`src/rtl/sr_ctrl_pkg.sv`:
```
// sr_ctrl_pkg -- shared types and constants for the SR command generator.
//   sr_state_e      : one-shot FSM state encoding (IDLE, FIRE, WAIT_REL)
//   DEB_CYCLES_DEF  : default number of stable cycles needed to accept a change
package sr_ctrl_pkg;

    localparam int DEB_CYCLES_DEF = 4;

    typedef enum logic [1:0] {
        IDLE     = 2'd0,
        FIRE     = 2'd1,
        WAIT_REL = 2'd2
    } sr_state_e;

endpackage

```
`src/rtl/sr_debounce.sv`:
```
// sr_debounce -- 2-flop synchronizer followed by a counting debouncer.
// Ports:
//   clk  : rising-edge clock
//   rst  : synchronous active-high reset (clears sync flops, counter, deb)
//   raw  : asynchronous, bouncy input
//   deb  : debounced level; flips after DEB_CYCLES consecutive synchronized
//          cycles that disagree with it
// Parameters: DEB_CYCLES (2..255), CNT_W (must hold DEB_CYCLES)
module sr_debounce
    import sr_ctrl_pkg::*;
#(
    parameter int DEB_CYCLES = DEB_CYCLES_DEF,
    parameter int CNT_W      = 8
) (
    input  logic clk,
    input  logic rst,
    input  logic raw,
    output logic deb
);

    logic             sync1;
    logic             sync2;
    logic [CNT_W-1:0] cnt;

    always_ff @(posedge clk) begin
        if (rst) begin
            sync1 <= 1'b0;
            sync2 <= 1'b0;
            cnt   <= '0;
            deb   <= 1'b0;
        end else begin
            sync1 <= raw;
            sync2 <= sync1;
            if (sync2 == deb) begin
                cnt <= '0;
            end else if (cnt == CNT_W'(DEB_CYCLES - 1)) begin
                // The increment that would make cnt equal DEB_CYCLES is the
                // accepting edge: flip the level and restart the count.
                deb <= ~deb;
                cnt <= '0;
            end else begin
                cnt <= cnt + 1'b1;
            end
        end
    end

endmodule

```
`src/rtl/sr_cmd_gen.sv`:
```
// sr_cmd_gen -- turns two bouncy pushbutton-style requests into clean set /
// reset commands for a downstream SR flip-flop. Clear always dominates.
// Ports:
//   clk      : rising-edge clock
//   rst      : synchronous active-high reset
//   set_raw  : asynchronous, bouncy set request
//   clr_raw  : asynchronous, bouncy clear request
//   s        : registered set command (never together with r)
//   r        : registered reset command
//   conflict : registered; high only when clear dominance suppressed s
// Build option: define SR_ONESHOT_EN for single-cycle pulse outputs driven by
// an IDLE/FIRE/WAIT_REL FSM; otherwise outputs follow the debounced levels.
module sr_cmd_gen
    import sr_ctrl_pkg::*;
#(
    parameter int DEB_CYCLES = DEB_CYCLES_DEF,
    parameter int CNT_W      = 8
) (
    input  logic clk,
    input  logic rst,
    input  logic set_raw,
    input  logic clr_raw,
    output logic s,
    output logic r,
    output logic conflict
);

    logic set_deb;
    logic clr_deb;

    sr_debounce #(.DEB_CYCLES(DEB_CYCLES), .CNT_W(CNT_W)) u_deb_set (
        .clk (clk),
        .rst (rst),
        .raw (set_raw),
        .deb (set_deb)
    );

    sr_debounce #(.DEB_CYCLES(DEB_CYCLES), .CNT_W(CNT_W)) u_deb_clr (
        .clk (clk),
        .rst (rst),
        .raw (clr_raw),
        .deb (clr_deb)
    );

`ifdef SR_ONESHOT_EN
    sr_state_e state;
    logic      set_deb_d;
    logic      clr_deb_d;
    logic      rise;

    // Rising edge of either debounced request; the delayed copies are cleared
    // by reset so an input held through reset looks like a fresh press.
    assign rise = (set_deb & ~set_deb_d) | (clr_deb & ~clr_deb_d);

    always_ff @(posedge clk) begin
        if (rst) begin
            state     <= IDLE;
            set_deb_d <= 1'b0;
            clr_deb_d <= 1'b0;
            s         <= 1'b0;
            r         <= 1'b0;
            conflict  <= 1'b0;
        end else begin
            set_deb_d <= set_deb;
            clr_deb_d <= clr_deb;
            s         <= 1'b0;
            r         <= 1'b0;
            conflict  <= 1'b0;
            case (state)
                IDLE: begin
                    if (rise) begin
                        // Pulse is registered on entry so it is high for
                        // exactly the FIRE cycle.
                        state    <= FIRE;
                        r        <= clr_deb;
                        s        <= set_deb & ~clr_deb;
                        conflict <= set_deb & clr_deb;
                    end
                end
                FIRE:     state <= WAIT_REL;
                WAIT_REL: if (!set_deb && !clr_deb) state <= IDLE;
                default:  state <= IDLE;
            endcase
        end
    end
`else
    always_ff @(posedge clk) begin
        if (rst) begin
            s        <= 1'b0;
            r        <= 1'b0;
            conflict <= 1'b0;
        end else begin
            s        <= set_deb & ~clr_deb;
            r        <= clr_deb;
            conflict <= set_deb & clr_deb;
        end
    end
`endif

endmodule

```
`config.mk`:
```
export PLATFORM = sky130hd
export DESIGN_NAME = sr_cmd_gen
export DESIGN_NICKNAME = d
export VERILOG_FILES = /design/src/rtl/sr_ctrl_pkg.sv /design/src/rtl/sr_debounce.sv /design/src/rtl/sr_cmd_gen.sv
export SDC_FILE = /design/constraint.sdc
export NUM_CORES = 1
export LEC_CHECK = 0
export BUFFER_PORTS_ARGS = -buffer_cell sky130_fd_sc_hd__buf_2
export CAP_MARGIN = 20
export CORE_MARGIN = 2
export CORE_UTILIZATION = 50
export DETAILED_ROUTE_END_ITERATION = 8
export PLACE_DENSITY = 0.82
export SYNTH_ARGS = -nofsm -noshare
export SYNTH_HDL_FRONTEND = slang
export SYNTH_SLANG_ARGS = --single-unit
```
`constraint.sdc`:
```
create_clock -name clk -period 1.5 [get_ports clk]
set_clock_uncertainty 0.05 [all_clocks]
set_input_delay 0.15 -clock clk [delete_from_list [all_inputs] [get_ports clk]]
set_output_delay 0.15 -clock clk [all_outputs]
set_load 0.02 [all_outputs]
```
# Yosys cells after proc, flatten, opt, wreduce, memory -nomap -nowiden
# Index checks and enable logic that the tools add are counted.
# op_classes
add_sub_neg,2
n_eq_ne,4
bitwise_logic,6
n_reduce_logical,4
# op_table
cell,n
"8-bit by 1-bit adder with 8-bit output, second input constant",2
"8-bit by 2-bit == test with 1-bit output, second input constant",2
3-bit OR reduction,2
1-bit NOT,4
2-bit AND reduction,2
1-bit AND,2
1-bit == test,2
# totals
reg_bits,25
in_bits,4
out_inout_bits,3
word_cells,27

# Logic depth before layout (Yosys ltp)
# Gate-level depths: netlist of the first run.
# logic_depth
word_depth,3
ltp_mapped,4
ltp_nobuf,4

# Modules after synthesis
# From an unflattened synthesis of the first run, not the netlist that was laid out.
# hier_totals
hier_cells,104
area_unflattened_um2,967.2
# by_module_without_submodules
mod,instances,cells_each,area_per_inst_um2,seq_area_each_um2
sr_debounce,2,49,440.4,220.2
sr_cmd_gen,1,6,86.3,60.1

# Worst setup path after synthesis of the first run
# Ideal clock, no wire load.
# synth_timing
path_kind,flip-flop to flip-flop
start,register u_deb_clr.cnt[0]
end,register u_deb_clr.deb
setup_time_ps,70
arrival_time_ps,1503
required_ps,1380
path_slack_ps,-123
stages_incl_launch_ff,5
n_path_buf,0
synth_period_minus_slack_ps,1623
path_cell_list,dfxtp_1 -> ha_1 -> or4b_4 -> or3_1 -> a21oi_1
# synth_between
elab_chain_len,2
# synth_lines
element,line_no,source
from (decl),sr_debounce.sv:23,logic [CNT_W-1:0] cnt;
from (signal assigned),sr_debounce.sv:42,cnt <= cnt + 1'b1;
8-bit by 2-bit == test with 1-bit output,sr_debounce.sv:36,end else if (cnt == CNT_W'(DEB_CYCLES - 1)) begin
2-bit AND reduction (no source line),n/a,
to (signal assigned),sr_debounce.sv:39,deb <= ~deb;
to (decl),sr_debounce.sv:18,output logic deb
# Every way passes these cells.
# A chain may end at the register's enable or synchronous reset.

# Final worst setup path of the first run
# layout_timing
start,register u_deb_clr.cnt[1]
end,register u_deb_clr.deb
# Same word-level chain as after synthesis.

==> results of run 1 <==
-- power by group through the flow --
stage | sequential, µW | clock (µW) | combinational [µW]
final | 675 | 302 | 42.7
after global routing | 676 | 338 | 46.7
after CTS | 674 | 314 | 36.3
after detailed placement | 689 | 0 | 25.6
after global placement | 688 | 0 | 24.8
after floorplan | 689 | 0 | 12.3
-- stage by stage --
stage               hold WS, ps  power (µW)  setup WS (ps)
global placement            320         713           4.12
finish                      403        1020          -59.6
global route                419        1060          -99.5
detailed placement          321         714          -33.3
floorplan                   169         701          -27.9
CTS                         408        1020          -57.0
-- cell families (layout without fill, tap and decap cells) --
logic type	after synthesis	in the layout	synth area share, %
and+or+nand+nor	44	44	24.7
DFF	25	25	52.1
AOI/OAI and AO/OA	18	18	10.8
xor gates and xnor gates	7	7	6.38
buffers and inverters	6	36	2.34
adders and majority gates	2	2	2.60
muxes	1	1	1.04
-- how the worst max path moves through the flow --
stage / cells past startpoint / from / endpoint
after floorplan: 4 / u_deb_clr.cnt[1] / u_deb_clr.deb
after global placement: 4 / u_deb_clr.cnt[1] / u_deb_clr.deb
after detailed placement: 4 / u_deb_clr.cnt[1] / u_deb_clr.deb
after CTS: 4 / u_deb_clr.cnt[1] / u_deb_clr.deb
after global routing: 5 / u_deb_clr.cnt[1] / u_deb_clr.cnt[6]
final: 4 / u_deb_clr.cnt[1] / u_deb_clr.deb
-- worst max-delay path, stage by stage (launching register included) --
cell and delay, ps:
dfxtp_2 370, ha_4 130, or4b_4 470, or3_4 390, a21oi_2 110
-- placed cells by master, fill, tap and decap left out, types with 2 or more instances in the layout --
cell	count
inv_1	6
nand3_1	7
nor2_1	5
nor2_2	2
dfxtp_2	4
a21oi_1	2
buf_2	6
nor2b_1	5
or3_1	7
dfxtp_1	21
nand2_1	6
nor2_4	3
buf_4	14
a21oi_2	6
clkbuf_4	3
xor2_1	5
o21ai_0	7
xnor2_1	2
ha_4	2
nand4_1	2
dlygate4sd3_1	5
-- cells in the mapped netlist --
cell type | n | area (µm²)
or3_1 | 8 | 50.1
or3b_2 | 1 | 8.76
nand3_1 | 7 | 35.0
dfxtp_1 | 25 | 500
o21ai_0 | 7 | 35.0
inv_1 | 6 | 22.5
xor2_1 | 5 | 43.8
mux2i_1 | 1 | 10.0
a21oi_1 | 8 | 40.0
and2_1 | 1 | 6.26
nand2_1 | 6 | 22.5
and3_1 | 1 | 6.26
nor2b_1 | 5 | 31.3
or4_1 | 1 | 7.51
nor2_1 | 10 | 37.5
or4b_4 | 1 | 13.8
o211ai_1 | 1 | 7.51
xnor2_1 | 2 | 17.5
o211ai_2 | 1 | 12.5
ha_1 | 2 | 25.0
nand2b_1 | 1 | 6.26
nand4_1 | 2 | 12.5
o311ai_0 | 1 | 8.76
-- layout make-up --
type / count / area (µm²)
multi-input combinational: 72 / 524
sequential: 25 / 505
fill: 145 / 454
timing repair buffer: 26 / 196
tap: 25 / 31.3
clock buffer: 3 / 22.5
inverter: 6 / 22.5
clock inverter: 1 / 7.51
-- state kept, by name, indices dropped and copies added (netlist names) --
| name | cells |
|---|---|
| conflict | 1 |
| r | 1 |
| u_deb_set.sync1 | 1 |
| s | 1 |
| u_deb_set.deb | 1 |
| u_deb_clr.sync2 | 1 |
| u_deb_clr.deb | 1 |
| u_deb_set.sync2 | 1 |
| u_deb_set.cnt | 8 |
| u_deb_clr.sync1 | 1 |
| u_deb_clr.cnt | 8 |
-- metal layers --
| layer | track usage, % | vias up | share of wire [%] |
|---|---|---|---|
| li1 | - | 418 | - |
| met1 | 19.4 | 392 | 40 |
| met2 | 37.1 | 8 | 57 |
| met3 | 2.26 | 2 | 1.7 |
| met4 | 9.73 | 0 | 0.58 |
| met5 | 0 | - | 0 |
-- repair_timing --
item / CTS / global route
setup buffers: 1 / 1
setup endpoints to repair: 9 / 13
endpoints found under the hold margin: 5 / 0
hold buffers: 5 / 0
pin swaps: 1 / 5
gates cloned: 0 / 0
gates resized for setup: 3 / 19
==> metrics.md, run 1 <==
| Metric | Value |
|---|---|
| Outcome | finished, violations left |
| Violated checks | setup timing |
| Slew Viols, Final | 0 |
| DP Area | 1130 µm² |
| Slew headroom | 79.8% |
| Vias in the first global route | 725 |
| Total I/O pin count | 7 |
| Leak Pwr | 0.000486 µW |
| Type of origin of the critical path | register |
| Clock Sinks | 25 |
| Site Rows | 15 |
| Vias per Instance | 5.19 |
| Nets | 140 |
| Buffers on Ports | 6 |
| Htree depth | 1 |
| Max FO, Critical Path | 3 |
| Vias | 820 |
| Part of the power in registers | 66.2% |
| Mapped Area | 961 µm² |
| First-pass GRT wire length | 2.93 mm |
| Placed insts | 147 |
| Final core utilization | 74.3% |
| Switch Pwr | 225 µW |
| DP HPWL | 1.35 mm |
| Total power per unit cell area | 779 nW/µm² |
| Register-to-Register Path Depth | 4 |
| Vert. Die Dim | 47.8 µm |
| Initial antenna violation count | 0 |
| RSZ-0062 raised after global routing | yes |
| Worst-margin pin slew | 300 ps |
| Hold path depth | 1 |
| Clock buffer count from CTS | 3 |
| Clock latency on the worst-skew pair | 320 ps |
| Critical Path AT | 1780 ps |
| Worst EP required | 1720 ps |
| Die Wd | 47.8 µm |
| Yosys warns | 0 |
| Ratio of cells with drive above 1 in the final layout | 35.3% |
| Hold Violations, Final | 0 |
| CP Class | reg -> reg |
| P&R area growth vs syn | 36.3% |
| Total GRT Usage | 19.0% |
| Switching share of power | 22.1% |
| Number of max-cap violations | 0 |
| Clk pin slew, worst setup/hold paths | 140 ps |
| Clock period minus worst slack | 1560 ps |
| Reg2Reg Setup Slack | -60 ps |
| Total die area | 2290 µm² |
| Max VDD drop | 0.766 mV |
| Antenna Cells | 0 |
| Post-Syn Instances | 103 |
| Hold path endpoint | u_deb_clr.sync2 |
| Post-route non-filler standard cell count | 158 |
| #FFs+latches synth | 25 |
| DRT Wirelength | 2.23 mm |
| Final antenna-violating net count | 0 |
| Clock Tree Buf Depth | 2 |
| Internal power | 795 µW |
| Sequential cell area fraction in the yosys report | 52.1% |
| Max Fclk | 641 MHz |
| R2R Path End | u_deb_clr.deb |
| CTS tree | yes |
| Pin count of the biggest net entering global routing | 16 |
| Residual DRC count | 0 |
| Worst r2r src | u_deb_clr.cnt[1] |
| Hold Crit Class | reg -> reg |
| Design Area, Final | 1310 µm² |
| Fin crit share | 104% |
| Library cells used by synthesis | 23 |
| Syn_nets | 109 |
| Starting density of the core | 54.5% |
| Core Footprint | 1760 µm² |
| Fin Setup TNS | -241 ps |
| Total grt overflow | 0 |
| Element type at the critical path end | register |
| Final setup vio count | 8 |
| Placer's final routability congestion estimate | 0.790 |
| Initial DRC Count | 11 |
| Min setup slack post-route | -59.6 ps |
| Syn_area_per_cell | 9.33 µm² |
| Hold path start | u_deb_clr.sync1 |
| Logic pwr share | 4.2% |
| Clock root buffer | clkbuf_4 |
| Clock network power share | 29.7% |
| Routed len/inst | 14.1 µm |
| Pre-antenna DRT Iters | 4 |
Note: power is estimated with default switching activity, not from simulation.
==> run 2: changes to the inputs <==
- CTS_BUF_LIST: not set -> sky130_fd_sc_hd__clkbuf_8
- SKIP_LAST_GASP: not set -> 1
==> run 2 against run 1 <==
  * Critical endpoint unchanged
  * The run still ends with setup timing left
  * Count of clock-buffer cells in the layout is the same
  * Via count is 3.2% lower
  * Design area decreased by 3.2%
  * Largest power group unchanged
  * Final cell count down 3.2%
  * Worst setup slack improved by 6.8 ps
  * Combinational power down 31%
==> metrics.md, run 2 (synthesized netlist as in run 1, its figures left out) <==
| Metric | Value |
|---|---|
| CP Class | reg -> reg |
| Die Wd | 47.8 µm (unchanged) |
| Switch Pwr | 235 µW (+4.5%) |
| DRT Wirelength | 1.91 mm (-15%) |
| Initial DRC Count | 8 (-3) |
| Crit path from | u_deb_clr.cnt[1] |
| Total power per unit cell area | 872 nW/µm² (+12%) |
| Core Footprint | 1760 µm² (unchanged) |
| Fin Setup TNS | -243 ps (-1.81 ps) |
| Vias | 794 (-3.2%) |
| Total I/O pin count | 7 (unchanged) |
| Placed insts | 147 (unchanged) |
| Max Fclk | 644 MHz (+0.44%) |
| Top flop regs | u_deb_clr.cnt x8, u_deb_set.cnt x8 |
| Min setup slack post-route | -52.8 ps (+6.82 ps) |
| Total grt overflow | 0 (unchanged) |
| Max VDD drop | 0.810 mV (+5.7%) |
| CTS tree | yes |
| Initial antenna violation count | 0 (unchanged) |
| DP HPWL | 1.35 mm (unchanged) |
| Clock Sinks | 25 (unchanged) |
| Routed len/inst | 12.5 µm (-12%) |
| Clk pin slew, worst setup/hold paths | 90 ps (-50 ps) |
| Hold path endpoint | u_deb_clr.sync1 |
| Htree depth | 1 (unchanged) |
| Type of origin of the critical path | register |
| Placer's final routability congestion estimate | 0.790 (unchanged) |
| Residual DRC count | 0 (unchanged) |
| Wire length on met2 | 1.01 mm (-21%) |
| Clock root buffer | clkbuf_8 |
| RSZ-0062 raised after global routing | yes |
| P&R area growth vs syn | 32.0% |
| Worst path slowest cell | or4b_4 |
| Ratio of cells with drive above 1 in the final layout | 34.4% (-0.96 points) |
| Number of max-cap violations | 0 (unchanged) |
| Met1 WL | 794 µm (-11%) |
| Part of the power in registers | 60.9% (-5.3 points) |
| Antenna Cells | 0 (unchanged) |
| Pin count of the biggest net entering global routing | 16 (unchanged) |
| Pre-antenna DRT Iters | 2 (-2) |
| WP depth | 4 (unchanged) |
| Logic pwr share | 2.7% (-1.5 points) |
| Worst EP required | 1670 ps (-50 ps) |
| Bufs and invs on worst path | 0 (unchanged) |
| Total die area | 2290 µm² (unchanged) |
| Vias per Instance | 5.19 (about the same) |
| Slew Viols, Final | 0 (unchanged) |
| Total GRT Usage | 17.6% (-1.4 points) |
| Clock buffer count from CTS | 3 (unchanged) |
| CP peak stage delay | 470 ps (about the same) |
| Fin crit share | 104% (-0.45 points) |
| Final antenna-violating net count | 0 (unchanged) |
| Hold Crit Class | in -> reg |
| Clock Tree Buf Depth | 2 (unchanged) |
| Reg2Reg Setup Slack | -50 ps (about the same) |
| Max layer used | met4 |
| Met3 Wirelength | 43 µm (+13%) |
| R2R Path End | u_deb_clr.deb |
| Violated checks | setup timing |
| Clock period minus worst slack | 1550 ps (-6.82 ps) |
| Critical Path AT | 1720 ps (-60 ps) |
| Commonest non-fill, non-tap cell in the layout | dfxtp_1 |
| Hold Violations, Final | 0 (unchanged) |
| Internal power | 872 µW (+9.7%) |
| Max FO, Critical Path | 3 (unchanged) |
| Worst-margin pin slew | 298 ps (-1.40 ps) |
| Slew headroom | 79.9% (+0.095 points) |
| Element type at the critical path end | register |
| Final core utilization | 71.9% (-2.3 points) |
| Nets | 135 (-3.6%) |
| Hold path depth | 2 (+1) |
| First-pass GRT wire length | 2.66 mm (-9.0%) |
| DP Area | 1130 µm² (unchanged) |
| CP top delay family | simple AND/OR/NAND/NOR gates |
| Buffers on Ports | 6 (unchanged) |
| Design Area, Final | 1270 µm² (-3.2%) |
| Leak Pwr | 0.000471 µW (-3.2%) |
| Vert. Die Dim | 47.8 µm (unchanged) |
| Hold path start | clr_raw |
| Starting density of the core | 54.5% (unchanged) |
| Site Rows | 15 (unchanged) |
| Commonest non-fill, non-tap cells in the layout | dfxtp_1 (21), buf_4 (14), or3_1 (7), nand3_1 (7), o21ai_0 (7) |
| Final setup vio count | 8 (unchanged) |
| Outcome | finished, violations left |
| CTS Hold Bufs | 0 (-5) |
| Worst r2r src | u_deb_clr.cnt[1] |
| Critical-path cell list | ha_4, or4b_4, or3_4, a21oi_2 |
| Vias in the first global route | 666 (-8.1%) |
| Switching share of power | 21.2% (-0.82 points) |
| Clock latency on the worst-skew pair | 270 ps (-50 ps) |
| Clock network power share | 36.5% (+6.8 points) |
| Register-to-Register Path Depth | 4 (unchanged) |
| Post-route non-filler standard cell count | 153 (-3.2%) |
## run 2: cell count changes in the layout (fill, tap and decap cells not counted), sizes merged
cell | previous run | this run
dlygate4sd3 | 5 | 0
## run 2: layout make-up
class	count	area (µm²)
Fill cell	145	495
Multi-Input combinational cell	72	514
Clock inverter	1	7.51
Sequential cell	25	505
Inverter	6	22.5
Clock buffer	3	41.3
Tap cell	25	31.3
Timing Repair Buffer	21	146
## run 2: metal layers
| metal | GRT usage, % | vias to the layer above |
|---|---|---|
| li1 | - | 405 |
| met1 | 20.1 | 377 |
| met2 | 29.1 | 7 |
| met3 | 4.53 | 5 |
| met4 | 11.4 | 0 |
| met5 | 0 | - |
## run 2: worst reg2reg max path: cells and delay by family (launching register included)
kind	cells	cell delay, ps
AOI/OAI and AO/OA	1	110
DFF	1	360
adders and majority gates	1	130
and+or+nand+nor	2	850
## run 2: worst max path at each step
stage / endpoint / slack (ps)
global placement: u_deb_clr.deb / 4
global route: u_deb_clr.deb / -100
finish: u_deb_clr.deb / -50
CTS: u_deb_clr.deb / -40
floorplan: u_deb_clr.deb / -30
detailed placement: u_deb_clr.deb / -30
## run 2: power by group through the flow
stage | registers, µW | logic, µW | clock network [µW]
3_5_place_dp | 689 | 25.6 | 0
3_3_place_gp | 688 | 24.8 | 0
5_1_grt | 675 | 33.1 | 441
2_1_floorplan | 689 | 12.3 | 0
6_report | 674 | 29.4 | 404
4_1_cts | 673 | 26.6 | 413
## run 2: repair_timing
item	4_1_cts	5_1_grt
resized for setup	2	17
setup endpoints to repair	9	14
pin swaps	1	4
setup buffers	1	1
## run 2: through the flow
| stage | total power (µW) | setup slack (ps) | hold WS [ps] |
|---|---|---|---|
| final | 1110 | -52.8 | 30.3 |
| after global routing | 1150 | -96.1 | 33.8 |
| after CTS | 1110 | -38.3 | 32.9 |
| after detailed placement | 714 | -33.3 | 321 |
| after global placement | 713 | 4.12 | 320 |
| after floorplan | 701 | -27.9 | 169 |
